**src/rtl/stopwatch_ctrl.sv**
```systemverilog
// Run/pause/stop sequencer and 4-digit packed-BCD count for the stopwatch datapath.
// Lap capture is built only when STOPWATCH_LAP_EN is defined; otherwise lap_q is tied to zero.
module stopwatch_ctrl #(
  parameter int PRESCALE = 1000
) (
  input  logic        clk,
  input  logic        reset,
  input  logic        start,
  input  logic        stop,
  input  logic        clear,
  input  logic        lap,
  input  logic [15:0] limit,
  output logic [15:0] count,
  output logic [15:0] lap_q,
  output logic        running,
  output logic        done,
  output logic        wrap,
  output logic        tick,
  output logic [1:0]  fsm_state
);

  typedef enum logic [1:0] {
    IDLE  = 2'b00,
    RUN   = 2'b01,
    PAUSE = 2'b10,
    DONE  = 2'b11
  } state_t;

  localparam logic [15:0] PRESC_LAST = 16'(PRESCALE - 1);

  state_t      state, state_next;
  logic [15:0] presc;
  logic [15:0] count_inc;
  logic        inc_hit;
  logic        limit_hit;

  function automatic logic [15:0] bcd_inc(input logic [15:0] v);
    logic        carry;
    logic [15:0] r;
    carry = 1'b1;
    r     = v;
    for (int i = 0; i < 4; i++) begin
      if (carry) begin
        if (v[4*i +: 4] == 4'd9) begin
          r[4*i +: 4] = 4'd0;
        end else begin
          r[4*i +: 4] = v[4*i +: 4] + 4'd1;
          carry       = 1'b0;
        end
      end
    end
    return r;
  endfunction

  // A limit with a non-BCD digit can never equal a valid BCD count, so it free-runs.
  assign count_inc = bcd_inc(count);
  assign inc_hit   = (state == RUN) && (presc == PRESC_LAST);
  assign limit_hit = inc_hit && (limit != 16'h0000) && (count_inc == limit);

  always_ff @(posedge clk) begin
    if (reset) state <= IDLE;
    else       state <= state_next;
  end

  always_comb begin
    state_next = state;
    if (clear) begin
      state_next = IDLE;
    end else begin
      case (state)
        IDLE:  if (start && !stop) state_next = RUN;
        RUN: begin
          if (limit_hit) state_next = DONE;
          else if (stop) state_next = PAUSE;
        end
        PAUSE: if (start && !stop) state_next = RUN;
        DONE:  state_next = DONE;
        default: state_next = IDLE;
      endcase
    end
  end

  // Counting follows the current state, so a stop on an increment edge still increments.
  always_ff @(posedge clk) begin
    if (reset || clear) begin
      presc <= 16'h0000;
      count <= 16'h0000;
      tick  <= 1'b0;
      wrap  <= 1'b0;
    end else begin
      tick <= 1'b0;
      wrap <= 1'b0;
      if (state == RUN) begin
        if (inc_hit) begin
          presc <= 16'h0000;
          count <= count_inc;
          tick  <= 1'b1;
          wrap  <= (count == 16'h9999);
        end else begin
          presc <= presc + 16'h0001;
        end
      end
    end
  end

`ifdef STOPWATCH_LAP_EN
  always_ff @(posedge clk) begin
    if (reset || clear)                                lap_q <= 16'h0000;
    else if (lap && (state == RUN || state == PAUSE))  lap_q <= count;
  end
`else
  logic unused_lap;
  assign unused_lap = lap;
  assign lap_q      = 16'h0000;
`endif

  assign running   = (state == RUN);
  assign done      = (state == DONE);
  assign fsm_state = state;

endmodule

```
**config.mk**
```make
export PLATFORM = sky130hd
export DESIGN_NAME = stopwatch_ctrl
export DESIGN_NICKNAME = d
export VERILOG_FILES = /design/src/rtl/stopwatch_ctrl.sv
export SDC_FILE = /design/constraint.sdc
export NUM_CORES = 1
export LEC_CHECK = 0
export ABC_CLOCK_PERIOD_IN_PS = 4750
export CELL_PAD_IN_SITES_DETAIL_PLACEMENT = 1
export CELL_PAD_IN_SITES_GLOBAL_PLACEMENT = 1
export CORE_MARGIN = 2
export CORE_UTILIZATION = 38
export CTS_BUF_LIST = sky130_fd_sc_hd__clkbuf_4 sky130_fd_sc_hd__clkbuf_8 sky130_fd_sc_hd__clkbuf_16
export DETAILED_ROUTE_END_ITERATION = 6
export PLACE_DENSITY = 0.91
export SYNTH_ARGS = -nofsm -noshare
export SYNTH_HDL_FRONTEND = slang
export SYNTH_SLANG_ARGS = --single-unit
```
**constraint.sdc**
```tcl
create_clock -name clk -period 4.75 [get_ports clk]
set_input_delay 0.95 -clock clk [delete_from_list [all_inputs] [get_ports clk]]
set_output_delay 0.95 -clock clk [all_outputs]
set_load 0.01 [all_outputs]
```
Word level (Yosys, flattened, before mapping)
Cells that the tools add are included.
{"block": "word_totals", "reg_bits": 36, "latch_bits": 0, "ram_bits": 0, "mem_bits_ro": 0, "in_bits": 22, "output_inout_bits": 38, "wordCells": 56, "memories": 0}
{"block": "classes", "n_addsub": 5, "mul": 0, "div": 0, "order_cmp": 0, "n_eq_ne": 12, "n_shift": 0, "mux": 18, "n_bitwise": 2, "reduce_logical": 14}
{"operator": "$mux W4", "count": 7}
{"operator": "$add A16 B1 Y16 const B", "count": 1}
{"operator": "$add A4 B1 Y4 const B", "count": 4}
{"operator": "$eq A16 B10 Y1 const B", "count": 1}
{"operator": "$eq A16 B16 Y1", "count": 1}
{"operator": "$eq A16 B16 Y1 const B", "count": 1}
{"operator": "$eq A4 B4 Y1 const B", "count": 4}
{"operator": "$mux W16", "count": 1}
{"operator": "$reduce_bool A16 Y1", "count": 1}
{"operator": "$mux W1", "count": 6}
{"operator": "$mux W2", "count": 3}
{"operator": "$pmux W2 S3", "count": 1}
{"operator": "$reduce_or A2 Y1", "count": 3}
{"operator": "$eq A2 B2 Y1 const B", "count": 2}
{"operator": "$logic_and A1 B1 Y1", "count": 4}
{"operator": "$reduce_and A2 Y1", "count": 2}
{"operator": "$ne A3 B2 Y1 const B", "count": 1}
{"operator": "$reduce_or A3 Y1", "count": 1}
{"operator": "$eq A2 B1 Y1 const B", "count": 1}
{"operator": "$logic_not A2 Y1", "count": 1}
{"operator": "$ne A2 B1 Y1 const B", "count": 1}
{"operator": "$not A1 Y1", "count": 2}
{"operator": "$logic_not A1 Y1", "count": 1}
{"operator": "$logic_or A1 B1 Y1", "count": 1}

Longest topological paths before layout
Gate-level depths: netlist (run 1).
{"block": "logic_depth", "word_depth": 9, "mapped_depth": 10}

Worst setup path after synthesis (run 1)
OpenSTA, ideal clock, no wires.
{"block": "synth_timing", "kind": "reg2reg", "start": "register count[9]", "end": "register state[0] (netlist: fsm_state[0])", "arrival_time_ps": 2417, "path_slack_ps": 2247, "path_stages_with_launch": 11, "synth_period_minus_slack_ps": 2503, "cell_sequence": "dfxtp_1 inv_1 ha_1 and3b_1 clkbuf_1 or4_4 and3_1 a211o_1 nor4_2 a41oi_1 a211oi_1"}
{"block": "synth_between", "elab_chain_cells": 8, "word_cells_on_any_way": 13, "classes_between": "add/sub: 1; eq/ne: 3; mux: 7; reduce/logical: 2"}
{"element": "from (decl)", "line_no": "13", "source": "output logic [15:0] count,"}
{"element": "from (signal assigned)", "line_no": "96", "source": "count <= count_inc;"}
{"element": "parallel branches: the longest is 4 deep, another holds $add A4 B1 Y4"}
{"element": "$eq A16 B16 Y1 *", "line_no": "58", "source": "assign limit_hit = inc_hit && (limit != 16'h0000) && (count_inc == limit);"}
{"element": "$logic_and A1 B1 Y1 *", "line_no": "58"}
{"element": "$mux W2 / $ne A3 B2 Y1 (equally long branches)"}
{"element": "$pmux W2 S3 / $reduce_and A2 Y1 (equally long branches)"}
{"element": "to (signal assigned)", "line_no": "62", "source": "else state <= state_next;"}
{"element": "to (decl)", "line_no": "31", "source": "state_t state, state_next;"}
Every way passes the cells marked *.
A chain may end at the register's enable or synchronous reset.

Worst setup path in the final report (run 1)
{"block": "layout_timing", "start": "register count[1]", "end": "register state[0] (netlist: fsm_state[0])"}
{"block": "layout_between", "elab_chain_cells": 9, "word_cells_on_any_way": 15, "classes_between": "add/sub: 1; eq/ne: 3; mux: 9; reduce/logical: 2"}
{"element": "$eq A4 B4 Y1", "line_no": "44", "source": "if (v[4*i +: 4] == 4'd9) begin"}
{"element": "$mux W1", "line_no": "44"}
{"element": "$mux W1 (2 in series)", "line_no": "43", "source": "if (carry) begin"}
{"element": "$mux W4", "line_no": "43"}
{"element": "$eq A16 B16 Y1 *", "line_no": "58"}
{"element": "$logic_and A1 B1 Y1 *", "line_no": "58"}
{"element": "$mux W2 / $ne A3 B2 Y1 (equally long branches)"}
{"element": "$pmux W2 S3 / $reduce_and A2 Y1 (equally long branches)"}
Mark *: on every way between the ends. The rest lies on a longest branch, timed or not.

==> summary.md, run 1 <==
| Metric | Value |
|---|---|
| Status | `completed` |
| RSZ-0062 raised after global routing | `no` |
| Unique masters post-synth | `51` |
| Share of flip-flops with an asynchronous set or reset | `0%` |
| Count of warnings emitted by yosys | `0` |
| CTS tree | `yes` |
| CP Cell Sequence | `nand4bb_1, nor4_1, xnor2_1, nor2_1, a2111oi_0, a41oi_1, a211oi_1` |
| Post-synthesis cell area | `around 2400 um2` |
| Sw frac | `~23%` |
| Pwr dens | `203.6 nW/um2` |
| Seq/Total Area, Yosys | `around 30%` |
| # IOs | `60` |
| Die ar. | `6981 um2` |
| Gate power share | `8.3%` |
| Sequential cell area | `720.7 um2` |
| Leak | `between 0.0009 and 0.001 uW` |
| First-pass GRT wire length | `11460 um` |
| Wire length on met3 | `between 300 and 400 um` |
| # port buffers | `between 40 and 50` |
| Final net count | `372` |
| Remaining DRCs | `0` |
| Total negative slack | `0 ns` |
| Final ANT Viol Nets | `0` |
| Core Region | `6026 um2` |
| Worst Path Required | `4.96 ns` |
| WL per Instance | `~16 um` |
| Cts repair resizes | `0` |
| CP bufs+invs | `0` |
| Multi-input gate area | `around 1500 um2` |
| Worst relative slew slack | `a little over two fifths` |
| CP arrival | `3.31 ns` |
| Vias | `2335` |
| Largest net degree at the start of global routing | `23` |
| Final Hold Fails | `0` |
| Setup Skew | `about 0.0028 ns` |
| Hold Path Class | `reg2reg` |
| FP Rows | `28` |
| Crit path max fanout | `17` |
| Sequential power share | `roughly half` |
| Clk slew on worst S/H paths | `0.07 ns` |
| Top Layer Used | `met4` |
| Hpwl dp | `~5000 um` |
| Hold buffers post-CTS | `0` |
| Clock sink count | `36` |
| Die Y | `~84 um` |
| Clock Latency Late Sink | `~0.29 ns` |
| Clk root buf | `clkbuf_8` |
| Layout cells sized above 1 | `4.942%` |
| Synth area leaders | `dfxtp_1 (30%), nor2_1 (6.9%), xor2_1 (5.8%)` |
| Metal-1 WL | `just under 3000 um` |
| Final wirelength | `between 6000 and 7000 um` |
| Detailed Route Iter0 Violations | `slightly above 90` |
| Fin crit share | `65.24%` |
| Final Setup Violations | `0` |
| Clock share of power | `40.5%` |
| Top-count cell post-synth | `nor2_1` |
| Most instantiated cells after synthesis | `nor2_1 (44), dfxtp_1 (36), nand2_1 (26), a21oi_1 (19)` |
| RD Place Congestion | `approximately 0.86` |
| Period minus WS final | `just over 3 ns` |
| Worst Tran Pin Value | `between 0.8 and 0.9 ns` |
| EDFF count, synth | `0` |
| Post-synth top area share | `~30%` |
| Clk buf depth | `2` |
| Delay-heaviest family, CP | `simple AND/OR/NAND/NOR gates` |
| Synth Register Bits | `36` |
| Initial core utilization | `39.91%` |
| Final core utilization | `between 40% and 50%` |
| Vias in the first global route | `between 2000 and 2500` |
| Main synth FF type | `dfxtp_1` |
| Setup Buffers After CTS | `0` |
| ANT cells | `0` |
| Mapped Cells | `308` |
| Max incr delay on CP | `roughly 0.7 ns` |
| Internal | `roughly 450 uW` |
| CTS Buf Count | `5` |
| Overflow after GRT | `0` |
| Crit Path Class | `reg2reg` |
| Layout area overhead | `20.50%` |
| Vias per inst | `roughly 5.6` |
| H-tree depth | `2` |
| Crit-path slowest cell | `nand4bb_1` |
| FMAX | `322.7 MHz` |
| Fill cells | `about 800` |
| P_sw | `135.2 uW` |
| Met2 wire len | `roughly 3300 um` |
| Post-synth top area cell | `dfxtp_1` |
| Max-slew violation count | `0` |
| Max_cap viols | `0` |
| Antenna violations before repair | `0` |
| Worst vdd ir | `0.0001420 V` |
| Die width | `about 84 um` |
| Gr usage total | `approximately a fifth` |
| Syn avg cell area | `slightly below 8 um2` |
| First drt pass iteration count | `4` |
| Crit. End Element | `flip-flop` |
| CP Launch Type | `flip-flop` |
==> cell families (layout without fill, tap and decap cells) <==
group / Yosys count / count (layout) / synth area share [%]
mux: 7 / 7 / 2.914
simple gates: 141 / 141 / 30.49
buf+inv: 38 / 59 / 8.845
flops: 36 / 36 / 29.97
compound gates: 50 / 50 / 13.79
other cells: 1 / 16 / 0.1559
xor+xnor: 28 / 28 / 10.20
fa+ha+maj: 7 / 7 / 3.642
==> routing by layer <==
layer | vias to the layer above | GRT usage, %
met5 | - | 0
met4 | 0 | 4.839
met3 | 5 | 3.956
met2 | 53 | 33.72
met1 | 1140 | 25.57
li1 | 1137 | -
==> worst reg2reg max path, cell delays in order (launching register included) <==
cell	delay [ns]
dfxtp_1	0.42
nand4bb_1	0.68
nor4_1	0.54
xnor2_1	0.16
nor2_1	0.06
a2111oi_0	0.61
a41oi_1	0.28
a211oi_1	0.28
==> registers in the layout (all words and copies together) (netlist names) <==
name,count
fsm_state,2
wrap,1
tick,1
count,16
presc,16
==> cells in the final DEF, fill, tap and decap left out, types with 3 or more instances in the layout <==
cell type,n
nor2_1,44
clkdlybuf4s50_1,42
dfxtp_1,36
nand2_1,26
a21oi_1,19
xor2_1,16
conb_1,16
nand3_1,13
xnor2_1,12
nor3_1,9
o21ai_0,9
inv_1,8
nor4_1,8
mux2i_1,7
ha_1,7
nand4_1,6
clkbuf_8,6
and3b_1,5
or3_1,4
nand3b_1,3
and4_1,3
and3_1,3
a211oi_1,3
==> area by class of cell <==
cell class / count / area share, %
inverter: 8 / 1.036
clock buffer: 8 / 3.368
multi-input combinational: 249 / 52.72
sequential: 36 / 24.87
timing repair buffer: 43 / 14.77
tap: 75 / 3.238
==> power by group through the flow <==
stage / logic [uW] / registers (uW) / clock network [uW]
6_report: 48.8 / 302 / 239
5_1_grt: 53.0 / 302 / 259
4_1_cts: 48.7 / 302 / 243
3_5_place_dp: 48.5 / 309 / 0
3_3_place_gp: 47.3 / 309 / 0
2_1_floorplan: 31.6 / 309 / 0
==> stage by stage <==
stage,hold slack [ns],total power [uW],instances,setup slack [ns],cell area [um2]
global placement,0.4615,356.5,411,1.724,2800
global route,0.5177,613.7,419,1.474,2898
CTS,0.4914,594.0,419,1.680,2898
finish,0.4920,590.0,419,1.651,2898
floorplan,0.4492,340.8,323,2.247,2461
detailed placement,0.4778,357.7,411,1.600,2800
==> final timing paths <==
kind	startpoint	to	slack [ns]	depth (start not counted)
setup / recovery	count[1]$_SDFFE_PP0P_	fsm_state[0]$_SDFFE_PP0P_	1.65	7
hold / removal	presc[1]$_SDFFE_PP0P_	presc[1]$_SDFFE_PP0P_	0.49	2
setup reg to reg	count[1]$_SDFFE_PP0P_	fsm_state[0]$_SDFFE_PP0P_	1.65	7
hold reg to reg	presc[1]$_SDFFE_PP0P_	presc[1]$_SDFFE_PP0P_	0.49	2
(Power assumes the default switching activity.)
==> run 2, diff against run 1 <==
==> config.mk (replaced) <==
export PLATFORM = sky130hd
export DESIGN_NAME = stopwatch_ctrl
export DESIGN_NICKNAME = d
export VERILOG_FILES = /design/src/rtl/stopwatch_ctrl.sv
export SDC_FILE = /design/constraint.sdc
export NUM_CORES = 1
export LEC_CHECK = 0
export ABC_CLOCK_PERIOD_IN_PS = 2500
export CELL_PAD_IN_SITES_DETAIL_PLACEMENT = 1
export CELL_PAD_IN_SITES_GLOBAL_PLACEMENT = 1
export CORE_MARGIN = 2
export CORE_UTILIZATION = 32
export CTS_BUF_LIST = sky130_fd_sc_hd__clkbuf_4 sky130_fd_sc_hd__clkbuf_8 sky130_fd_sc_hd__clkbuf_16
export DETAILED_ROUTE_END_ITERATION = 6
export PLACE_DENSITY = 0.82
export SYNTH_ARGS = -nofsm -noshare
export SYNTH_HDL_FRONTEND = slang
export SYNTH_SLANG_ARGS = --single-unit
==> constraint.sdc (replaced) <==
create_clock -name clk -period 2.5 [get_ports clk]
set_input_delay 0.5 -clock clk [delete_from_list [all_inputs] [get_ports clk]]
set_output_delay 0.5 -clock clk [all_outputs]
set_load 0.01 [all_outputs]
==> summary.md, run 2 (synthesis results as in run 1) <==
| Metric | Value |
|---|---|
| RSZ-0062 raised after global routing | `yes` |
| CTS tree | `yes` |
| Vias per inst | `5.223 (-6.3%)` |
| Fin crit share | `99.12% (+34 points)` |
| Crit Path Class | `reg2reg` |
| Worst hold slack | `0.5016 ns (+0.009585 ns)` |
| Sequential power share | `50.9% (-0.3 points)` |
| Overflow after GRT | `0 (unchanged)` |
| Post-Place Cell Area | `3042 um2 (+8.6%)` |
| CP Cell Sequence | `inv_2, ha_4, nand3b_1, or4_4, and3_4, a211o_1, nor4_4, a41oi_2, a211oi_2` |
| Worst vdd ir | `0.0001768 V (+24%)` |
| Clk buf depth | `2 (unchanged)` |
| Hold buffers post-CTS | `0 (unchanged)` |
| Initial core utilization | `33.16% (-6.8 points)` |
| Leading cell type in the layout, fill and taps excluded | `nor2_1` |
| Layout area overhead | `35.54%` |
| Worst Path Required | `2.71 ns (-2.25 ns)` |
| Die width | `90.69 um (+8.5%)` |
| Final Setup Violations | `0 (unchanged)` |
| Vias | `2481 (+6.3%)` |
| First-pass GRT wire length | `12410 um (+8.3%)` |
| CP Launch Type | `flip-flop` |
| Detailed Route Iter0 Violations | `110 (+20%)` |
| P_sw | `270.0 uW (+100%)` |
| Internal | `854.8 uW (+88%)` |
| Max incr delay on CP | `0.54 ns (-0.14 ns)` |
| CTS Buf Count | `5 (unchanged)` |
| Most frequent cells in the layout | `nor2_1 (44), clkdlybuf4s50_1 (42), dfxtp_1 (33), buf_4 (33), nand2_1 (26)` |
| Sw frac | `24.01% (+1.1 points)` |
| CP arrival | `2.68 ns (-0.63 ns)` |
| Die ar. | `8225 um2 (+18%)` |
| Period minus WS final | `2.478 ns (-0.6210 ns)` |
| Layout cells sized above 1 | `17.02% (+12 points)` |
| ANT cells | `0 (unchanged)` |
| Post-Layout Inst Area | `3259 um2 (+12%)` |
| Crit path max fanout | `3 (-14)` |
| FMAX | `403.5 MHz (+25%)` |
| Die Y | `90.69 um (+8.5%)` |
| Pwr dens | `345.1 nW/um2 (+70%)` |
| Crit-path slowest cell | `or4_4` |
| Final Hold Fails | `0 (unchanged)` |
| Clk root buf | `clkbuf_8` |
| Delay-heaviest family, CP | `simple AND/OR/NAND/NOR gates` |
| Final ANT Viol Nets | `0 (unchanged)` |
| First drt pass iteration count | `4 (unchanged)` |
| Antenna violations before repair | `0 (unchanged)` |
| Gate power share | `9.1% (+0.8 points)` |
| Leak | `0.001140 uW (+17%)` |
| Hold Path Class | `reg2reg` |
| Clock Latency Late Sink | `0.29 ns (about the same)` |
| Hpwl dp | `5630 um (+12%)` |
| Clock sink count | `36 (unchanged)` |
| # port buffers | `42 (unchanged)` |
| FP Rows | `31 (+11%)` |
| Gr usage total | `18.51% (-1.2 points)` |
| Vias in the first global route | `2555 (+7.3%)` |
| Max-slew violation count | `0 (unchanged)` |
| H-tree depth | `2 (unchanged)` |
| Setup Skew | `0.003470 ns (+0.0006619 ns)` |
| CP bufs+invs | `1 (+1)` |
| Status | `completed` |
| Fill cells | `901 (+16%)` |
| RD Place Congestion | `0.8761 (+2.1%)` |
| Largest net degree at the start of global routing | `23 (unchanged)` |
| Clk slew on worst S/H paths | `0.07 ns (about the same)` |
| Clock share of power | `39.9% (-0.6 points)` |
| Max_cap viols | `0 (unchanged)` |
| Crit. End Element | `flip-flop` |
| Final net count | `404 (+8.6%)` |
| Core Region | `7253 um2 (+20%)` |
| WL per Instance | `16.15 um (+1.6%)` |
| Final wirelength | `7670 um (+15%)` |
| # IOs | `60 (unchanged)` |
| Remaining DRCs | `0 (unchanged)` |
[run 2: power groups by stage]
stage | clock [uW] | combinational [uW] | sequential, uW
global route | 490 | 110 | 573
finish | 449 | 102 | 573
CTS | 465 | 99.6 | 574
detailed placement | 0 | 95.4 | 588
global placement | 0 | 94.7 | 587
floorplan | 0 | 60.0 | 588
[run 2: metal layers]
| metal | part of all wire, % | GRT usage (%) |
|---|---|---|
| met3 | 5.2 | 3.506 |
| met1 | 44 | 22.76 |
| met4 | 1.6 | 5.769 |
| met2 | 49 | 32.46 |
| met5 | 0 | 0 |
[run 2: worst paths after layout]
check                   startpoint                        end  slack (ns)  cells past startpoint
max          count[5]$_SDFFE_PP0P_  fsm_state[0]$_SDFFE_PP0P_        0.02                      9
min          presc[1]$_SDFFE_PP0P_      presc[1]$_SDFFE_PP0P_        0.50                      2
max reg2reg  count[5]$_SDFFE_PP0P_  fsm_state[0]$_SDFFE_PP0P_        0.02                      9
min reg2reg  presc[1]$_SDFFE_PP0P_      presc[1]$_SDFFE_PP0P_        0.50                      2
[run 2: area by class of cell]
cell class | count | area [um2] | area share, %
clock buffers | 7 | 90.09 | 2.764
flip-flops and latches | 36 | 726.9 | 22.30
inverters | 8 | 30.03 | 0.9213
multi-input cells | 249 | 1613 | 49.48
well taps | 99 | 123.9 | 3.800
clock inverters | 1 | 7.507 | 0.2303
repair buffers | 75 | 668.1 | 20.50
[run 2: worst register-to-register path: cells and delay by family, from the launching register on]
kind | cells | cell delay, ns
buffers and inverters | 1 | 0.07
and+or+nand+nor | 4 | 1.18
AOI/OAI and AO/OA | 3 | 0.69
DFF | 1 | 0.33
adders and majority gates | 1 | 0.13
[run 2: per-stage QoR]
step | setup slack, ns | total power, uW | std cells | util [%] | TNS, ns
finish | 0.02193 | 1125 | 475 | 44.94 | 0
global route | -0.05722 | 1173 | 475 | 44.94 | -0.1088
CTS | 0.01355 | 1138 | 471 | 43.54 | 0
detailed placement | -0.1420 | 683.0 | 463 | 41.94 | -0.2084
global placement | -0.04568 | 682.2 | 463 | 41.94 | -0.09018
floorplan | 0.02319 | 647.5 | 323 | - | 0
[run 2: repair_timing]
action                                  4_1_cts  5_1_grt
buffers inserted                              0        4
hold endpoints to repair                      0        0
gates resized for setup                       4       17
pin swaps                                     2        2
cloned                                        0        0
endpoints found under the setup margin        2        2
